$ cat src/rtl/alu_control_mdu_if.sv
// Decode-to-EX bus of the ALU control unit: decode-side request inputs and
// EX/MDU-side registered outputs plus the combinational decode stall.
interface alu_control_mdu_if;
    logic       valid_i;
    logic       flush_i;
    logic [2:0] ALUOp;
    logic [5:0] ALUFunction;
    logic       stall_o;
    logic       valid_o;
    logic [3:0] ALUOperation;
    logic       JumpR_o;
    logic       hilo_sel_o;
    logic       mdu_start_o;
    logic       mdu_div_o;
    logic       mdu_busy_o;
    logic       mdu_done_o;

    modport master (
        output valid_i, flush_i, ALUOp, ALUFunction,
        input  stall_o, valid_o, ALUOperation, JumpR_o, hilo_sel_o,
               mdu_start_o, mdu_div_o, mdu_busy_o, mdu_done_o
    );

    modport slave (
        input  valid_i, flush_i, ALUOp, ALUFunction,
        output stall_o, valid_o, ALUOperation, JumpR_o, hilo_sel_o,
               mdu_start_o, mdu_div_o, mdu_busy_o, mdu_done_o
    );
endinterface

$ cat src/rtl/alu_control_mdu.sv
// Registered MIPS ALU control: decodes ALUOp/funct into the EX operation code
// and sequences MULT/DIV with a latency down-counter that stalls HI/LO hazards.
module alu_control_mdu #(
    parameter int MULT_CYCLES = 4,
    parameter int DIV_CYCLES  = 32
) (
    input  logic             clk,
    input  logic             reset,
    alu_control_mdu_if.slave bus
);
    localparam int MAX_CYCLES = (MULT_CYCLES > DIV_CYCLES) ? MULT_CYCLES : DIV_CYCLES;
    localparam int CNT_W      = $clog2(MAX_CYCLES + 1);

    typedef enum logic [3:0] {
        OP_AND  = 4'b0000,
        OP_OR   = 4'b0001,
        OP_NOR  = 4'b0010,
        OP_ADD  = 4'b0011,
        OP_SUB  = 4'b0100,
        OP_SRL  = 4'b0101,
        OP_SLL  = 4'b0110,
        OP_LUI  = 4'b0111,
        OP_BEQ  = 4'b1000,
        OP_BNE  = 4'b1001,
        OP_SLT  = 4'b1010,
        OP_MULT = 4'b1011,
        OP_DIV  = 4'b1100,
        OP_HILO = 4'b1101,
        OP_JR   = 4'b1110,
        OP_NONE = 4'b1111
    } alu_op_e;

    typedef struct packed {
        logic    valid;
        alu_op_e op;
        logic    jump_r;
        logic    hilo_sel;
        logic    mdu_start;
        logic    mdu_div;
    } ex_reg_t;

    localparam ex_reg_t BUBBLE = '{valid: 1'b0, op: OP_NONE, jump_r: 1'b0,
                                   hilo_sel: 1'b0, mdu_start: 1'b0, mdu_div: 1'b0};

    ex_reg_t          dec;
    ex_reg_t          ex_q;
    logic             dec_mult;
    logic             dec_div;
    logic             dec_hilo_class;
    logic             stall;
    logic             accept;
    logic [CNT_W-1:0] cnt;

    // NOTE: every signal written here gets a default first so no path leaves it unassigned (no latch).
    always_comb begin
        dec       = BUBBLE;
        dec.valid = 1'b1;
        dec_mult  = 1'b0;
        dec_div   = 1'b0;
        case (bus.ALUOp)
            3'b111: begin
                case (bus.ALUFunction)
                    6'b100100: dec.op = OP_AND;
                    6'b100101: dec.op = OP_OR;
                    6'b100111: dec.op = OP_NOR;
                    6'b100000: dec.op = OP_ADD;
                    6'b100010: dec.op = OP_SUB;
                    6'b000010: dec.op = OP_SRL;
                    6'b000000: dec.op = OP_SLL;
                    6'b101010: dec.op = OP_SLT;
                    6'b011000: begin dec.op = OP_MULT; dec_mult = 1'b1; end
                    6'b011010: begin dec.op = OP_DIV;  dec_div  = 1'b1; end
                    6'b010000: begin dec.op = OP_HILO; dec.hilo_sel = 1'b1; end
                    6'b010010: dec.op = OP_HILO;
                    6'b001000: begin dec.op = OP_JR; dec.jump_r = 1'b1; end
                    default:   dec.op = OP_NONE;
                endcase
            end
            3'b100:  dec.op = OP_ADD;   // ADDI
            3'b101:  dec.op = OP_OR;    // ORI
            3'b011:  dec.op = OP_LUI;
            3'b001:  dec.op = OP_BEQ;
            3'b010:  dec.op = OP_BNE;
            default: dec.op = OP_ADD;   // LW, SW
        endcase
        dec.mdu_start = dec_mult | dec_div;
        dec.mdu_div   = dec_div;
    end

    // HI/LO readers and writers must wait until the in-flight MDU op retires.
    assign dec_hilo_class = dec_mult | dec_div | (dec.op == OP_HILO);
    assign stall          = bus.valid_i & dec_hilo_class & (cnt != '0);
    assign accept         = bus.valid_i & ~stall & ~bus.flush_i;

    // NOTE: registered state uses non-blocking assignments so all flops update from pre-edge values.
    always_ff @(posedge clk or posedge reset) begin
        if (reset) begin
            ex_q <= BUBBLE;
        end else if (accept) begin
            ex_q <= dec;
        end else begin
            ex_q <= BUBBLE;
        end
    end

    // Flush only squashes the EX register; an issued MULT/DIV runs to completion.
    always_ff @(posedge clk or posedge reset) begin
        if (reset) begin
            cnt <= '0;
        end else if (accept && dec_mult) begin
            cnt <= CNT_W'(MULT_CYCLES);
        end else if (accept && dec_div) begin
            cnt <= CNT_W'(DIV_CYCLES);
        end else if (cnt != '0) begin
            cnt <= cnt - CNT_W'(1);
        end
    end

    assign bus.stall_o      = stall;
    assign bus.valid_o      = ex_q.valid;
    assign bus.ALUOperation = ex_q.op;
    assign bus.JumpR_o      = ex_q.jump_r;
    assign bus.hilo_sel_o   = ex_q.hilo_sel;
    assign bus.mdu_start_o  = ex_q.mdu_start;
    assign bus.mdu_div_o    = ex_q.mdu_div;
    assign bus.mdu_busy_o   = (cnt != '0);
    assign bus.mdu_done_o   = (cnt == CNT_W'(1));
endmodule

$ cat src/flat_wrapper.sv
// flat-port wrapper written by rule: the top's interface ports become plain ports
module alu_control_mdu_flat 
#(
    parameter int MULT_CYCLES = 4,
    parameter int DIV_CYCLES  = 32
)
  (clk, reset, bus_valid_i, bus_flush_i, bus_ALUOp, bus_ALUFunction, bus_stall_o, bus_valid_o, bus_ALUOperation, bus_JumpR_o, bus_hilo_sel_o, bus_mdu_start_o, bus_mdu_div_o, bus_mdu_busy_o, bus_mdu_done_o);
  alu_control_mdu_if bus_i ();
  input  logic clk;
  input  logic reset;
  input wire logic [$bits(bus_i.valid_i)-1:0] bus_valid_i;
  input wire logic [$bits(bus_i.flush_i)-1:0] bus_flush_i;
  input wire logic [$bits(bus_i.ALUOp)-1:0] bus_ALUOp;
  input wire logic [$bits(bus_i.ALUFunction)-1:0] bus_ALUFunction;
  output wire logic [$bits(bus_i.stall_o)-1:0] bus_stall_o;
  output wire logic [$bits(bus_i.valid_o)-1:0] bus_valid_o;
  output wire logic [$bits(bus_i.ALUOperation)-1:0] bus_ALUOperation;
  output wire logic [$bits(bus_i.JumpR_o)-1:0] bus_JumpR_o;
  output wire logic [$bits(bus_i.hilo_sel_o)-1:0] bus_hilo_sel_o;
  output wire logic [$bits(bus_i.mdu_start_o)-1:0] bus_mdu_start_o;
  output wire logic [$bits(bus_i.mdu_div_o)-1:0] bus_mdu_div_o;
  output wire logic [$bits(bus_i.mdu_busy_o)-1:0] bus_mdu_busy_o;
  output wire logic [$bits(bus_i.mdu_done_o)-1:0] bus_mdu_done_o;
  assign bus_i.valid_i = bus_valid_i;
  assign bus_i.flush_i = bus_flush_i;
  assign bus_i.ALUOp = bus_ALUOp;
  assign bus_i.ALUFunction = bus_ALUFunction;
  assign bus_stall_o = bus_i.stall_o;
  assign bus_valid_o = bus_i.valid_o;
  assign bus_ALUOperation = bus_i.ALUOperation;
  assign bus_JumpR_o = bus_i.JumpR_o;
  assign bus_hilo_sel_o = bus_i.hilo_sel_o;
  assign bus_mdu_start_o = bus_i.mdu_start_o;
  assign bus_mdu_div_o = bus_i.mdu_div_o;
  assign bus_mdu_busy_o = bus_i.mdu_busy_o;
  assign bus_mdu_done_o = bus_i.mdu_done_o;
  alu_control_mdu #(.MULT_CYCLES(MULT_CYCLES), .DIV_CYCLES(DIV_CYCLES)) u_core (.clk(clk), .reset(reset), .bus(bus_i));
endmodule
$ cat config.mk
export PLATFORM = sky130hd
export DESIGN_NAME = alu_control_mdu_flat
export DESIGN_NICKNAME = d
export VERILOG_FILES = /design/src/rtl/alu_control_mdu_if.sv /design/src/rtl/alu_control_mdu.sv /design/src/flat_wrapper.sv
export SDC_FILE = /design/constraint.sdc
export NUM_CORES = 1
export LEC_CHECK = 0
export ABC_AREA = 1
export CAP_MARGIN = 20
export CORE_AREA = 2 2 51 53
export CTS_CLUSTER_DIAMETER = 30
export DETAILED_ROUTE_END_ITERATION = 7
export DIE_AREA = 0 0 53 55
export PLACE_DENSITY = 0.72
export SLEW_MARGIN = 20
export SYNTH_ARGS = -nofsm -noshare
export SYNTH_HDL_FRONTEND = slang
export SYNTH_SLANG_ARGS = --single-unit
$ cat constraint.sdc
create_clock -name clk -period 2.9 [get_ports clk]
set_clock_uncertainty 0.2 [all_clocks]
set_input_delay 0.87 -clock clk [delete_from_list [all_inputs] [get_ports clk]]
set_output_delay 0.87 -clock clk [all_outputs]
set_load 0.01 [all_outputs]
; ---- Word level (Yosys, flattened, before mapping)
; Index checks and enable logic that the tools add are counted.
[totals]
ff_bits = 15
in_bits = 13
output_inout_bits = 12
wordCells = 54
[classes]
addsub = 1
eq_ne = 19
mux = 13
bitwise = 8
n_reduce_logical = 6
[ops]
columns = cell, count
row1 = case mux 4 bit (12 select lines), 1
row2 = "== test 6 bit, second input constant", 6
row3 = "== test 6 x 5 -> 1 bit, second input constant", 4
row4 = case mux 4 bit (5 select lines), 1
row5 = two-way mux 6 bit, 3
row6 = two-way mux 9 bit, 1
row7 = "== test 3 x 2 -> 1 bit, second input constant", 2
row8 = "== test 3 bit, second input constant", 2
row9 = "== test 6 x 1 -> 1 bit, second input constant", 1
row10 = "== test 6 x 2 -> 1 bit, second input constant", 1
row11 = "== test 6 x 4 -> 1 bit, second input constant", 1
row12 = logical NOT 6 bit, 1
row13 = two-way mux 1 bit, 6
row14 = nonzero test 6 bit, 1
row15 = "subtractor 6 x 1 -> 6 bit, second input constant", 1
row16 = AND 1 bit, 4
row17 = "== test 4 bit, second input constant", 1
row18 = "== test 3 x 1 -> 1 bit, second input constant", 1
row19 = nonzero test 3 bit, 1
row20 = logical AND 1 bit, 2
row21 = two-way mux 2 bit, 1
row22 = inverter 1 bit, 2
row23 = bitwise OR 1 bit, 2
row24 = OR reduction 2 bit, 1

; ---- Depth between registers and ports, before layout
[depth]
ltp_word = 14
ltp_mapped = 17
mapped_depth_nobuf = 17

; ---- Worst setup path after synthesis
; Ideal clock, no wire load.
[synth_path]
kind = input -> output
start = in bus_ALUFunction[2]
end = out bus_stall_o
arrival_time_ns = 2.008
required_time_ns = 1.830
setup_slack_ns = -0.178
path_stages = 10
n_path_buf = 0
path_cell_list = nor2_1 > nand3_1 > o21a_1 > nand3_1 > nand2_1 > a21boi_0 > nand3_1 > nand2_1 > nand2_2 > inv_2
[synth_between]
elab_chain_len = 8
elab_cells_between_ends = 25
cone_classes = eq/ne (13) / mux (6) / bitwise (4) / reduce/logical (2)
[synth_rtl]
columns = element, line_no
row1 = from (decl), flat_wrapper.sv:14  ; input wire logic [$bits(bus_i.ALUFunction)-1:0] bus_ALUFunction;
row2 = == test 6 x 5 -> 1 bit, alu_control_mdu.sv:62  ; case (bus.ALUFunction)
row3 = OR reduction 2 bit (no source line), n/a
row4 = case mux 4 bit (12 select lines), alu_control_mdu.sv:62
row5 = case mux 4 bit (5 select lines), alu_control_mdu.sv:60  ; case (bus.ALUOp)
row6 = == test 4 bit, alu_control_mdu.sv:91  ; assign dec_hilo_class = dec_mult | dec_div | (dec.op == OP_HILO);
row7 = bitwise OR 1 bit *, alu_control_mdu.sv:91
row8 = AND 1 bit * (2 in a row), alu_control_mdu.sv:92  ; assign stall = bus.valid_i & dec_hilo_class & (cnt != '0);
row9 = to (decl), flat_wrapper.sv:15  ; output wire logic [$bits(bus_i.stall_o)-1:0] bus_stall_o;
; Every way passes the cells marked *; elsewhere a longest branch is shown, timed or not.

; ---- Worst setup path in the final report
[layout_path]
start = in bus_ALUFunction[3]
end = out bus_stall_o
; Same word-level chain as after synthesis.

==> results.yml <==
yosys:
  synth_common_cells: "nand2_1, inv_1, nor2_1"
  yosys_warnings: 0
  synthArstFlopShare: 1.00
  avgSynthCellArea_um2: 6.72
  synth-main-ff-cell: "dfrtp_1"
  synth_area_um2: 975
  yosysMostFrequentCell: "nand2_1"
  synth_top_cell_by_area: "dfrtp_1"
  synth_top_area_share: 0.282
  synth_area_leaders: "dfrtp_1, nand2_1, dfstp_2, nand3_1, inv_1"
  synth_seq_area_share: 0.390
  synth_cell_type_count: 19
  synth_edf_count: 0
  ys_ff_latch: 15
  syn_nets: 160
  syn-instance-count: 145
detailed_routing:
  totalWireLength_um: 3460
  viasPerCell: 4.96
  drc_errors: 0
  first_pass_iters: 4
  wl_per_cell_um: 13.7
  drtAntennaViolNets: 0
  drt_iter0_markers: 32
  vias: 1250
pwr:
  power.density_nw_per_um2: 415
  p_leak_nw: 0.954
  ir_worst_vdd_v: 0.000377
layout:
  final_area_um2: 1920
  drive_above_1_share: 0.536
  n_antenna_cell: 0
  utilization: 0.812
  syn2layout_area_growth_pct: 96.9
  final_nets: 238
run_status:
  violations: "setup timing"
  status: "finished with violations"
clock_network:
  hold_buffers: 0
  cts_tree: "built"
  clk_pin_slew_ns: 0.09
  clk_latency_ns: 0.30
  ctsLongestPathBuffers: 2
  clockRootBuffer: "clkbuf_4"
  htree_levels: 1
  cts.sinks: 15
  cts_buffers: 3
sta:
  slew_headroom: 0.618
  timing.fmax_mhz: 301
  timing.final.crit_share: 1.15
  finalHoldViolCount: 0
  rsz0062_at_grt: "true"
  tightest_slew_ns: 0.572
  worst_slack_ns: -0.422
  setup_viol: 5
  finalMaxSlewViolations: 0
  min_period_ns: 3.32
place:
  port_buffers: 24
  routabilityCongestion: 0.862
  hpwl_um: 2040
  dpl-instance-area_um2: 1530
global_routing:
  antenna_found_initial: 0
  grt_pass1_wl_um: 5000
  grtUsageTotal: 0.235
  grt_overflow: 0
  grt_max_degree: 16
  grt_pass1_vias: 1249
critical_path:
  cp.arrival_ns: 2.25
  start_kind: "primary input"
  worstPathRequired_ns: 1.83
  path_class: "primary input to primary output"
  end_kind: "primary output"
  critPathMaxFanout: 5
floorplanning:
  num_io_pins: 25
  num_rows: 18
  dieArea_um2: 2920
  start_util: 0.412
  die_y_um: 55
  core_um2: 2360
  dieWidth_um: 53
hold_path:
  hold_path.class: "register to register"
flow_run:
  drv_cap: 0
-- state kept, by name, indices dropped and copies added, names as in the netlist --
signal                   count
u_core.bus.ALUOperation      4
u_core.bus.JumpR_o           1
u_core.bus.hilo_sel_o        1
u_core.bus.mdu_div_o         1
u_core.bus.mdu_start_o       1
u_core.bus.valid_o           1
u_core.cnt                   6
-- final timing paths --
kind,start,cells past startpoint,to,slack [ns]
hold / removal,u_core.cnt[2]$_DFFE_PP0P_,2,u_core.cnt[2]$_DFFE_PP0P_,0.35
setup / recovery,bus_ALUFunction[3],14,bus_stall_o,-0.42
max in group asynchronous,reset,2,u_core.cnt[1]$_DFFE_PP0P_,1.40
setup reg to reg,u_core.cnt[0]$_DFFE_PP0P_,19,u_core.bus.mdu_start_o$_DFF_PP0_,0.30
min in group asynchronous,reset,2,u_core.bus.valid_o$_DFF_PP0_,0.73
hold reg to reg,u_core.cnt[2]$_DFFE_PP0P_,2,u_core.cnt[2]$_DFFE_PP0P_,0.35
-- layout by cell type, fill, tap and decap left out, types with 2 or more instances in the layout --
cell type and count:
clkdlybuf4s50_1 13, nand4_1 2, nand2_2 11, nand3_2 7, nand2_4 4, nor2_2 5
nor3_1 4, a21oi_1 2, nor3_2 2, buf_4 44, inv_2 8, nand3_1 7
xor2_1 3, dlygate4sd2_1 3, ha_1 2, dfstp_2 4, buf_6 11, dfrtp_1 11
nor2_4 9, inv_1 14, clkbuf_4 3, nor2_1 10, nand2_1 28, nand3_4 4
-- cells by family after synthesis --
family / Yosys count / synth area share
compound gates: 6 / 0.0372
simple gates: 95 / 0.427
fa+ha+maj: 2 / 0.0257
buf+inv: 24 / 0.0924
xor+xnor: 3 / 0.0270
flops: 15 / 0.390
-- cell type report --
cell class,count,area (µm²)
well taps,30,37.5
inverters,24,103
flip-flops and latches,15,380
clock buffers,4,26.3
repair buffers,73,636
multi-input cells,106,737
fillers,152,445
-- critical path, stage by stage --
cell and delay, ns:
buf_6 0.11, nor2_4 0.21, nand3_2 0.13, buf_6 0.13, nor2_1 0.13, nor3_2 0.07
nand2_1 0.06, nand2_1 0.07, nand2_1 0.08, nand3_1 0.08, nand2_1 0.08, nand2_2 0.07
inv_2 0.06, buf_6 0.09
-- what timing repair did --
| action | 4_1_cts | 5_1_grt |
|---|---|---|
| pin swaps | 17 | 30 |
| setup endpoints to repair | 15 | 12 |
| gates resized for setup | 73 | 33 |
| setup buffers | 22 | 2 |
-- report_power, final --
part	switching, mW	total [mW]	leakage [nW]	internal, mW
clock network	0.0723	0.126	0.0150	0.0537
logic	0.187	0.369	0.757	0.182
registers	0.0423	0.302	0.183	0.259
total	0.302	0.797	0.954	0.495
-- routing by layer --
metal | vias to the layer above | wire length, µm | track usage
met3 | 6 | 109 | 0.0215
met1 | 599 | 1370 | 0.230
met2 | 37 | 1910 | 0.483
li1 | 608 | - | -
met4 | 0 | 63 | 0.124
met5 | - | 0 | 0
-- per-stage QoR --
stage / total power, mW / hold WS (ns) / setup TNS [ns] / worst slack [ns] / cells
2_1_floorplan: 0.466 / 0.299 / -0.0624 / -0.0624 / 145
3_3_place_gp: 0.586 / 0.333 / -7.09 / -1.28 / 230
3_5_place_dp: 0.609 / 0.332 / -7.97 / -1.32 / 230
4_1_cts: 0.771 / 0.357 / -0.627 / -0.325 / 251
5_1_grt: 0.850 / 0.404 / -2.51 / -0.537 / 252
6_report: 0.797 / 0.352 / -1.72 / -0.422 / 252
(Power assumes the default switching activity.)
